===== src/rtl/elevator_pkg.sv =====
// Shared definitions for the elevator call scheduler.
//   FLOOR_W / N_FLOORS : floor index width and floor count (4 floors, 2 bits)
//   state_t            : scheduler states IDLE / MOVING / DOOR_OPEN
//   DIR_UP / DIR_DOWN  : single-bit travel direction encoding
package elevator_pkg;

    localparam int FLOOR_W  = 2;
    localparam int N_FLOORS = 4;

    typedef enum logic [1:0] {
        IDLE      = 2'd0,
        MOVING    = 2'd1,
        DOOR_OPEN = 2'd2
    } state_t;

    localparam logic DIR_UP   = 1'b1;
    localparam logic DIR_DOWN = 1'b0;

endpackage


===== src/rtl/elevator_target_select.sv =====
// SCAN target picker (purely combinational).
// Ports:
//   pending       in  4  outstanding floor calls
//   current_floor in  2  floor the car is at
//   dir           in  1  current travel direction (DIR_UP / DIR_DOWN)
//   target        out 2  nearest pending floor ahead, or behind after a flip
//   new_dir       out 1  direction that leads to target
//   found         out 1  a pending floor other than current_floor exists
module elevator_target_select
    import elevator_pkg::*;
(
    input  logic [N_FLOORS-1:0] pending,
    input  logic [FLOOR_W-1:0]  current_floor,
    input  logic                dir,
    output logic [FLOOR_W-1:0]  target,
    output logic                new_dir,
    output logic                found
);

    logic [FLOOR_W-1:0] above_t;
    logic [FLOOR_W-1:0] below_t;
    logic               above_f;
    logic               below_f;

    // Lowest pending floor above and highest pending floor below the car.
    always_comb begin
        above_f = 1'b0;
        above_t = '0;
        below_f = 1'b0;
        below_t = '0;
        for (int i = N_FLOORS - 1; i >= 0; i--) begin
            if (pending[i] && (i > int'(current_floor))) begin
                above_f = 1'b1;
                above_t = FLOOR_W'(i);
            end
        end
        for (int i = 0; i < N_FLOORS; i++) begin
            if (pending[i] && (i < int'(current_floor))) begin
                below_f = 1'b1;
                below_t = FLOOR_W'(i);
            end
        end
    end

    // Keep heading while something is ahead; otherwise reverse.
    always_comb begin
        target  = current_floor;
        new_dir = dir;
        found   = 1'b0;
        if (dir == DIR_UP) begin
            if (above_f) begin
                target = above_t; new_dir = DIR_UP; found = 1'b1;
            end else if (below_f) begin
                target = below_t; new_dir = DIR_DOWN; found = 1'b1;
            end
        end else begin
            if (below_f) begin
                target = below_t; new_dir = DIR_DOWN; found = 1'b1;
            end else if (above_f) begin
                target = above_t; new_dir = DIR_UP; found = 1'b1;
            end
        end
    end

endmodule


===== src/rtl/elevator_call_scheduler.sv =====
// Elevator call scheduler: latches floor calls, picks the next target floor
// with SCAN ordering, drives the elevator FSM's rfloor request and sequences
// the door dwell after each arrival.
// Optional feature macro: ELEVATOR_EMERGENCY_EN (adds the emergency input;
// while it is high all calls are dropped and the car is sent to floor 0).
// Ports:
//   clk            in   1  rising-edge clock
//   reset          in   1  asynchronous active-high reset
//   call_req       in   4  per-floor call buttons, bit f = floor f
//   current_floor  in   2  floor reported by the elevator FSM
//   up / down      in   1  FSM motion flags
//   stop           in   1  FSM stopped flag
//   emergency      in   1  (ELEVATOR_EMERGENCY_EN only) emergency recall
//   rfloor         out  2  requested floor (registered)
//   pending        out  4  outstanding calls (registered)
//   door_open      out  1  high during door dwell
//   busy           out  1  high whenever state != IDLE
module elevator_call_scheduler
    import elevator_pkg::*;
#(
    parameter int DWELL_CYCLES = 50,
    parameter int DWELL_W      = 6
) (
    input  logic                clk,
    input  logic                reset,
    input  logic [N_FLOORS-1:0] call_req,
    input  logic [FLOOR_W-1:0]  current_floor,
    input  logic                up,
    input  logic                down,
    input  logic                stop,
`ifdef ELEVATOR_EMERGENCY_EN
    input  logic                emergency,
`endif
    output logic [FLOOR_W-1:0]  rfloor,
    output logic [N_FLOORS-1:0] pending,
    output logic                door_open,
    output logic                busy
);

    state_t               state;
    logic                 dir;
    logic [DWELL_W-1:0]   dwell_cnt;
    logic [FLOOR_W-1:0]   prev_floor;
    logic [N_FLOORS-1:0]  req;
    logic [N_FLOORS-1:0]  clr;
    logic [N_FLOORS-1:0]  pending_next;
    logic [FLOOR_W-1:0]   target;
    logic                 new_dir;
    logic                 found;
    logic                 arrived;
    logic                 floor_changed;
`ifdef ELEVATOR_EMERGENCY_EN
    logic                 emerg_q;
`endif

    elevator_target_select u_target_select (
        .pending       (pending),
        .current_floor (current_floor),
        .dir           (dir),
        .target        (target),
        .new_dir       (new_dir),
        .found         (found)
    );

    assign req           = pending | call_req;
    // stop is trusted only when neither motion flag is asserted.
    assign arrived       = stop && !up && !down && (current_floor == rfloor);
    assign floor_changed = (current_floor != prev_floor);

    // One-hot clear of the floor being served; clear beats a same-cycle set.
    always_comb begin
        clr = '0;
        case (state)
            IDLE:      if (req[current_floor])      clr[current_floor] = 1'b1;
            MOVING:    if (arrived)                 clr[rfloor]        = 1'b1;
            DOOR_OPEN: if (call_req[current_floor]) clr[current_floor] = 1'b1;
            default:   clr = '0;
        endcase
    end

    assign pending_next = req & ~clr;

    always_ff @(posedge clk or posedge reset) begin
        if (reset) begin
            state      <= IDLE;
            pending    <= '0;
            rfloor     <= '0;
            dir        <= DIR_UP;
            door_open  <= 1'b0;
            busy       <= 1'b0;
            dwell_cnt  <= '0;
            prev_floor <= '0;
`ifdef ELEVATOR_EMERGENCY_EN
            emerg_q    <= 1'b0;
`endif
        end else begin
            prev_floor <= current_floor;
`ifdef ELEVATOR_EMERGENCY_EN
            emerg_q    <= emergency;
            if (emergency) begin
                // Recall to floor 0; dwell_cnt is deliberately frozen.
                pending <= '0;
                rfloor  <= '0;
                busy    <= 1'b1;
                if ((current_floor == '0) && stop) begin
                    state     <= DOOR_OPEN;
                    door_open <= 1'b1;
                end else begin
                    state     <= MOVING;
                    door_open <= 1'b0;
                end
            end else if (emerg_q) begin
                state     <= IDLE;
                door_open <= 1'b0;
                busy      <= 1'b0;
                dwell_cnt <= '0;
            end else begin
`else
            begin
`endif
                pending <= pending_next;
                case (state)
                    IDLE: begin
                        if (req[current_floor]) begin
                            state     <= DOOR_OPEN;
                            rfloor    <= current_floor;
                            door_open <= 1'b1;
                            busy      <= 1'b1;
                            dwell_cnt <= '0;
                        end else if (found) begin
                            state  <= MOVING;
                            rfloor <= target;
                            dir    <= new_dir;
                            busy   <= 1'b1;
                        end
                    end
                    MOVING: begin
                        if (arrived) begin
                            state     <= DOOR_OPEN;
                            door_open <= 1'b1;
                            dwell_cnt <= '0;
                        end else if (floor_changed && pending[current_floor]) begin
                            // Passing a called floor: stop here, the original
                            // target stays pending for later.
                            rfloor <= current_floor;
                        end
                    end
                    DOOR_OPEN: begin
                        if (call_req[current_floor]) begin
                            dwell_cnt <= '0;
                        end else if (dwell_cnt == DWELL_W'(DWELL_CYCLES - 1)) begin
                            state     <= IDLE;
                            door_open <= 1'b0;
                            busy      <= 1'b0;
                            dwell_cnt <= '0;
                        end else begin
                            dwell_cnt <= dwell_cnt + 1'b1;
                        end
                    end
                    default: begin
                        state     <= IDLE;
                        door_open <= 1'b0;
                        busy      <= 1'b0;
                    end
                endcase
            end
        end
    end

endmodule

===== config.mk =====
export PLATFORM = sky130hd
export DESIGN_NAME = elevator_call_scheduler
export DESIGN_NICKNAME = d
export VERILOG_FILES = /design/src/rtl/elevator_pkg.sv /design/src/rtl/elevator_target_select.sv /design/src/rtl/elevator_call_scheduler.sv
export SDC_FILE = /design/constraint.sdc
export NUM_CORES = 1
export LEC_CHECK = 0
export ABC_AREA = 0
export CORE_ASPECT_RATIO = 0.5
export CORE_UTILIZATION = 28
export CTS_CLUSTER_SIZE = 24
export DETAILED_ROUTE_END_ITERATION = 10
export MAX_ROUTING_LAYER = met4
export PLACE_DENSITY = 0.51
export SLEW_MARGIN = 5
export SYNTH_ARGS = -nofsm -noshare
export SYNTH_HDL_FRONTEND = slang
export SYNTH_SLANG_ARGS = --single-unit

===== constraint.sdc =====
create_clock -name clk -period 3.8 [get_ports clk]
set_clock_uncertainty 0.15 [all_clocks]
set_input_delay 0.76 -clock clk [delete_from_list [all_inputs] [get_ports clk]]
set_output_delay 0.76 -clock clk [all_outputs]
set_load 0.01 [all_outputs]

==> metrics.txt, run 1 <==
post-synthesis cell area=around 0.0014 sq mm; Hold Path Stages=1; Vias/cell=approximately 5.2; P&R area growth vs syn=21.5%; # IOs=19; Post-synth EDFFs=0; RSZ-0062 raised after global routing=no; worst r2r dst=pending[1]; # hold bufs at CTS=0; gp weighted congestion=0.806; Residual DRC=0; Synth async-reset ratio=between 90% and 100%; worst-margin pin slew=between 0.7 and 0.8 ns; Post-Syn Instances=152; initial antenna violation count=0; Peak VDD IR=roughly 140 uV; diode count=0; status=finished clean; placed cells=~230; Post-Syn Nets=around 170; max_slew headroom=about 51%; H-tree depth=1; antenna viol nets, final=0; global-route wire length before repair=5620 um; Worst Setup Start Kind=primary input; Worst-Skew Late Latency=0.26 ns; 1st-iter DRT viols=43; buffers added on ports=18; final wirelength=3260 um; vias in the first global route=between 1000 and 1500; Power Density=about 480 mW/mm^2; Syn Area/Cell=approximately 9 sq um; number of setup violations in the final report=0; DRT Pass-1 Iters=4; Num CTS Buffers=3; max-slew violations=0; number of max-cap violations=0; initial core utilization=between 20 and 30%; clk buf depth=2; Period Utilization, post-route=80.8%; Post-Layout Cell Count=around 240; Hold Path Class=reg2reg; GR Overflow Total=0; share of cells above drive strength 1=10.7%; largest net degree at the start of global routing=21; R2R Setup Slk=1.49 ns; DR vias=approximately 1200; Worst-path clk slew=about 0.080 ns; Die H=51.1 um; CP Class=in2reg; top post-synthesis cells by area=dfrtp_1, o21ai_0, a21oi_1, nand2_1, nor2_1; Required @ worst endpoint=around 3.8 ns; Crit Path Max Fanout=16; yosys warns=0; R2R cell count=4; TNS Setup=0 ns; LEAKAGE=0.624 nW; die width=approximately 100 um; cell taking the most area after synthesis=dfrtp_1; FMAX=about 330 MHz; clk sinks=19; crit path DAT=roughly 3.0 ns; Final #Nets=183; CP Capture Type=register; Die Footprint=between 0.005 and 0.006 sq mm; Unique masters post-synth=53; Setup Fix Bufs, Post-CTS=0; CTS tree=done; flops & latches, synth=19; Yosys top cell area share=33.4%; Fin. Hold Viols=0; Tmin final=approximately 3.1 ns; hold_sp=dwell_cnt[5]; Hold EP=dwell_cnt[5]; total track usage=about 15%; Primary FF master, synth=dfrtp_1; Wirelength per Cell=roughly 14 um; r2r startpoint=pending[1]; core area=0.00451 sq mm; Post-CTS Resized=0; Post-DP HPWL=roughly 2400 um; Seq/Total Area, Yosys=approximately a third; Clock Tree Root=clkbuf_8; num rows=17
## placed cells by master (no fill, tap or decap), drive strengths merged, types with 3 or more instances in the layout
master,n
dfrtp,18
clkdlybuf4s50,18
o21ai,18
nand2,10
nor2,9
a21oi,9
inv,8
nand3,6
nand2b,5
nor4,5
buf,4
o22ai,4
mux2,4
xor2,3
nor2b,3
a31oi,3
clkbuf,3
## cell families (layout without fill, tap and decap cells)
group / after synthesis / in the layout / share of synthesized area (%)
XOR/XNOR: 5 / 5 / 3.24
adder cells (fa/ha/maj): 2 / 2 / 1.85
AND/OR/NAND/NOR: 52 / 52 / 22.5
buffers and inverters: 17 / 34 / 5.84
flip-flops: 19 / 19 / 35.3
AO/OA/AOI/OAI: 50 / 50 / 24.5
multiplexers: 7 / 7 / 6.77
## metrics by stage
step / power (mW) / hold WS (ns) / util, % / area, sq um / setup slack [ns]
3_3_place_gp: 0.638 / 0.351 / 35.3 / 1590 / 0.441
4_1_cts: 0.789 / 0.375 / 36.4 / 1640 / 0.745
6_report: 0.781 / 0.378 / 36.4 / 1640 / 0.728
2_1_floorplan: 0.517 / 0.316 / - / 1350 / 1.31
3_5_place_dp: 0.641 / 0.362 / 35.3 / 1590 / 0.465
5_1_grt: 0.851 / 0.412 / 36.4 / 1640 / 0.523
## power breakdown
part | switching [mW] | total (mW) | internal, mW | leakage [nW]
logic | 0.141 | 0.295 | 0.154 | 0.372
registers | 0.0823 | 0.339 | 0.257 | 0.227
clock network | 0.0735 | 0.147 | 0.0730 | 0.0255
## per-layer routing
metal	vias to the layer above	wire length (um)	global-route usage [%]
met5	-	0	-
met4	0	18	2.17
met3	2	122	3.28
met2	31	1430	22.3
met1	583	1690	20.4
li1	602	-	-
## worst max path at each step
stage | from | endpoint | slack (ns) | depth (start not counted)
final | current_floor[1] | pending[1] | 0.73 | 5
after global routing | current_floor[1] | dwell_cnt[3] | 0.52 | 6
after CTS | current_floor[1] | pending[1] | 0.74 | 5
after detailed placement | current_floor[1] | pending[3] | 0.46 | 5
after global placement | current_floor[1] | pending[3] | 0.44 | 5
after floorplan | current_floor[1] | rfloor[1] | 1.31 | 6
## final cells by class
type,count,area [sq um]
Clock buffer,3,41.3
Sequential cell,19,477
Clock inverter,1,5.00
Fill cell,474,2870
Inverter,8,30.0
Timing Repair Buffer,22,210
Multi-Input combinational cell,116,795
Tap cell,66,82.6
## cells in the mapped netlist (all sizes together) (2+ instances only)
cell type	count
mux2	4
mux2i	2
a21oi	9
clkbuf	4
nor4b	2
xor2	3
a32oi	2
o31ai	2
o21ai	18
o22ai	4
nand2b	5
nor3	2
nand2	10
dfrtp	18
buf	5
inv	8
nor2b	3
a31oi	3
nand3	6
or3	2
nor2	9
xnor2	2
nor4	5
ha	2
or4	2
## flip-flops by register name, summed over array words and instances (netlist names)
name / count
prev_floor: 2
state: 2
dwell_cnt: 6
pending: 4
busy: 1
dir: 1
door_open: 1
rfloor: 2
## critical path, stage by stage
cell and delay (ns):
clkdlybuf4s50_1 0.79, nor4b_1 0.16, or4_4 0.60, a211oi_1 0.54, a31oi_1 0.19
No activity file was read; power rests on OpenSTA's default activity.
==> inputs of run 2 (changes only) <==
Clock period 3.8 ns to 3.2 ns, I/O delays scaled along.
==> run 2 against run 1 <==
Flip-flop and latch count did not move. Via count rose by 2.1%. Hold slack got worse by 0.016 ns. Critical endpoint is now rfloor[0]. Sequential share of layout area fell by 0.52 points. Critical path depth rose by 1.
==> metrics.txt, run 2 (same netlist as run 1, synthesis figures left out) <==
status=finished clean (unchanged); # IOs=19 (unchanged); Period Utilization, post-route=between 80% and 90%; gp weighted congestion=0.796 (was 0.806); Final #Nets=187 (was 183); CTS tree=done (unchanged); H-tree depth=1 (unchanged); clk buf depth=2 (unchanged); diode count=0 (unchanged); largest net degree at the start of global routing=20 (was 21); vias in the first global route=1071 (was 1122); Num CTS Buffers=3 (unchanged); Crit Path Max Fanout=12 (was 16); DR vias=1243 (was 1218); number of setup violations in the final report=0 (unchanged); Post-CTS Resized=0 (unchanged); crit path DAT=2.78 ns (was 3.04 ns); antenna viol nets, final=0 (unchanged); TNS Setup=0 ns (unchanged); multi-input logic area=795 sq um (unchanged); share of cells above drive strength 1=12.7% (was 10.7%); switching pwr=0.362 mW (was 0.297 mW); max-slew violations=0 (unchanged); Die H=51.1 um (unchanged); Comb pwr share=38.4% (was 37.8%); Wirelength per Cell=14.0 um (was 13.9 um); initial antenna violation count=0 (unchanged); die width=100 um (unchanged); Setup Fix Bufs, Post-CTS=0 (unchanged); max_slew headroom=50.9% (was 51.4%); Tmin final=2.78 ns; Required @ worst endpoint=3.20 ns (was 3.76 ns); initial core utilization=29.9% (unchanged); Overall Power=0.944 mW (was 0.781 mW); Residual DRC=0 (unchanged); Clock Tree Root=clkbuf_8 (unchanged); Worst Setup Start Kind=primary input (unchanged); GR Overflow Total=0 (unchanged); # hold bufs at CTS=0 (unchanged); Hold Path Class=reg2reg (unchanged); most frequent cells in the layout=dfrtp_1, clkdlybuf4s50_1, o21ai_0 (unchanged); core area=0.00451 sq mm (unchanged); total track usage=14.6% (about the same); clk sinks=19 (unchanged); Seq pwr share=43.0% (was 43.4%); 1st-iter DRT viols=97 (was 43); Worst-Skew Late Latency=0.26 ns (about the same); FMAX=between 300 and 400 MHz; CP Class=in2reg (unchanged); worst-margin pin slew=0.736 ns (was 0.728 ns); CP Capture Type=register (unchanged); sw frac=38.3% (was 38.0%); Peak VDD IR=171 uV (was 142 uV); Fin. Hold Viols=0 (unchanged); Vias/cell=5.20 (was 5.18); max FFs per register=6 (unchanged); Die Footprint=0.00512 sq mm (unchanged); # fillers=475 (was 474); RSZ-0062 raised after global routing=no (unchanged); P_int=0.583 mW (was 0.484 mW); buffers added on ports=18 (unchanged); LEAKAGE=0.644 nW (was 0.624 nW); register area=477 sq um (unchanged); P&R area growth vs syn=23.7% (was 21.5%); Worst-path clk slew=0.08 ns (about the same); Power Density=565 mW/mm^2 (was 476 mW/mm^2); DRT Pass-1 Iters=4 (unchanged); top flop regs=dwell_cnt x6, pending x4 (unchanged); Clk pwr share=18.6% (was 18.8%); num rows=17 (unchanged); Post-DP HPWL=2460 um (was 2430 um); global-route wire length before repair=5580 um (was 5620 um); Most flops, register=dwell_cnt (unchanged); number of max-cap violations=0 (unchanged); final wirelength=3350 um (was 3260 um)
==> run 2: critical path, stage by stage <==
cell	delay [ns]
clkdlybuf4s50_1	0.62
or4_1	0.61
o22ai_2	0.25
o21ai_2	0.10
a32oi_2	0.21
mux2_1	0.35
==> run 2: metrics by stage <==
step	setup slack [ns]	instance area (sq um)	utilization [%]	std cells	hold WS, ns
after floorplan	0.833	1350	-	152	0.316
after global placement	0.165	1620	36.0	235	0.347
after detailed placement	0.130	1620	36.0	235	0.344
after CTS	0.405	1670	37.0	239	0.362
after global routing	0.260	1670	37.0	239	0.391
final	0.418	1670	37.0	239	0.361
==> run 2: power by group through the flow <==
stage | sequential, mW | clock, mW | combinational, mW
floorplan | 0.377 | 0 | 0.237
global placement | 0.410 | 0 | 0.362
detailed placement | 0.410 | 0 | 0.362
CTS | 0.405 | 0.182 | 0.365
global route | 0.420 | 0.196 | 0.406
finish | 0.406 | 0.176 | 0.363
==> run 2: layer usage <==
layer	GRT usage, %	routed length (um)	vias to the layer above
li1	-	-	610
met1	20.8	1730	600
met2	21.5	1470	31
met3	3.01	118	2
met4	2.90	23	0
met5	-	0	-
==> run 2: worst paths after layout <==
kind,startpoint,end,depth (start not counted),slack [ns]
max reg2reg,pending[1],rfloor[0],5,0.96
min,dwell_cnt[5],dwell_cnt[5],1,0.36
max in group asynchronous,reset,busy,2,1.79
max,current_floor[0],rfloor[0],6,0.42
min reg2reg,dwell_cnt[5],dwell_cnt[5],1,0.36
min in group asynchronous,reset,pending[1],2,0.65
==> run 2: layout make-up <==
type                       count  area share (%)
clock buffer                   3            2.47
clock inverter                 1           0.300
inverter                       8            1.80
multi-input combinational    116            47.6
sequential                    19            28.5
tap                           66            4.94
timing repair buffer          26            14.4
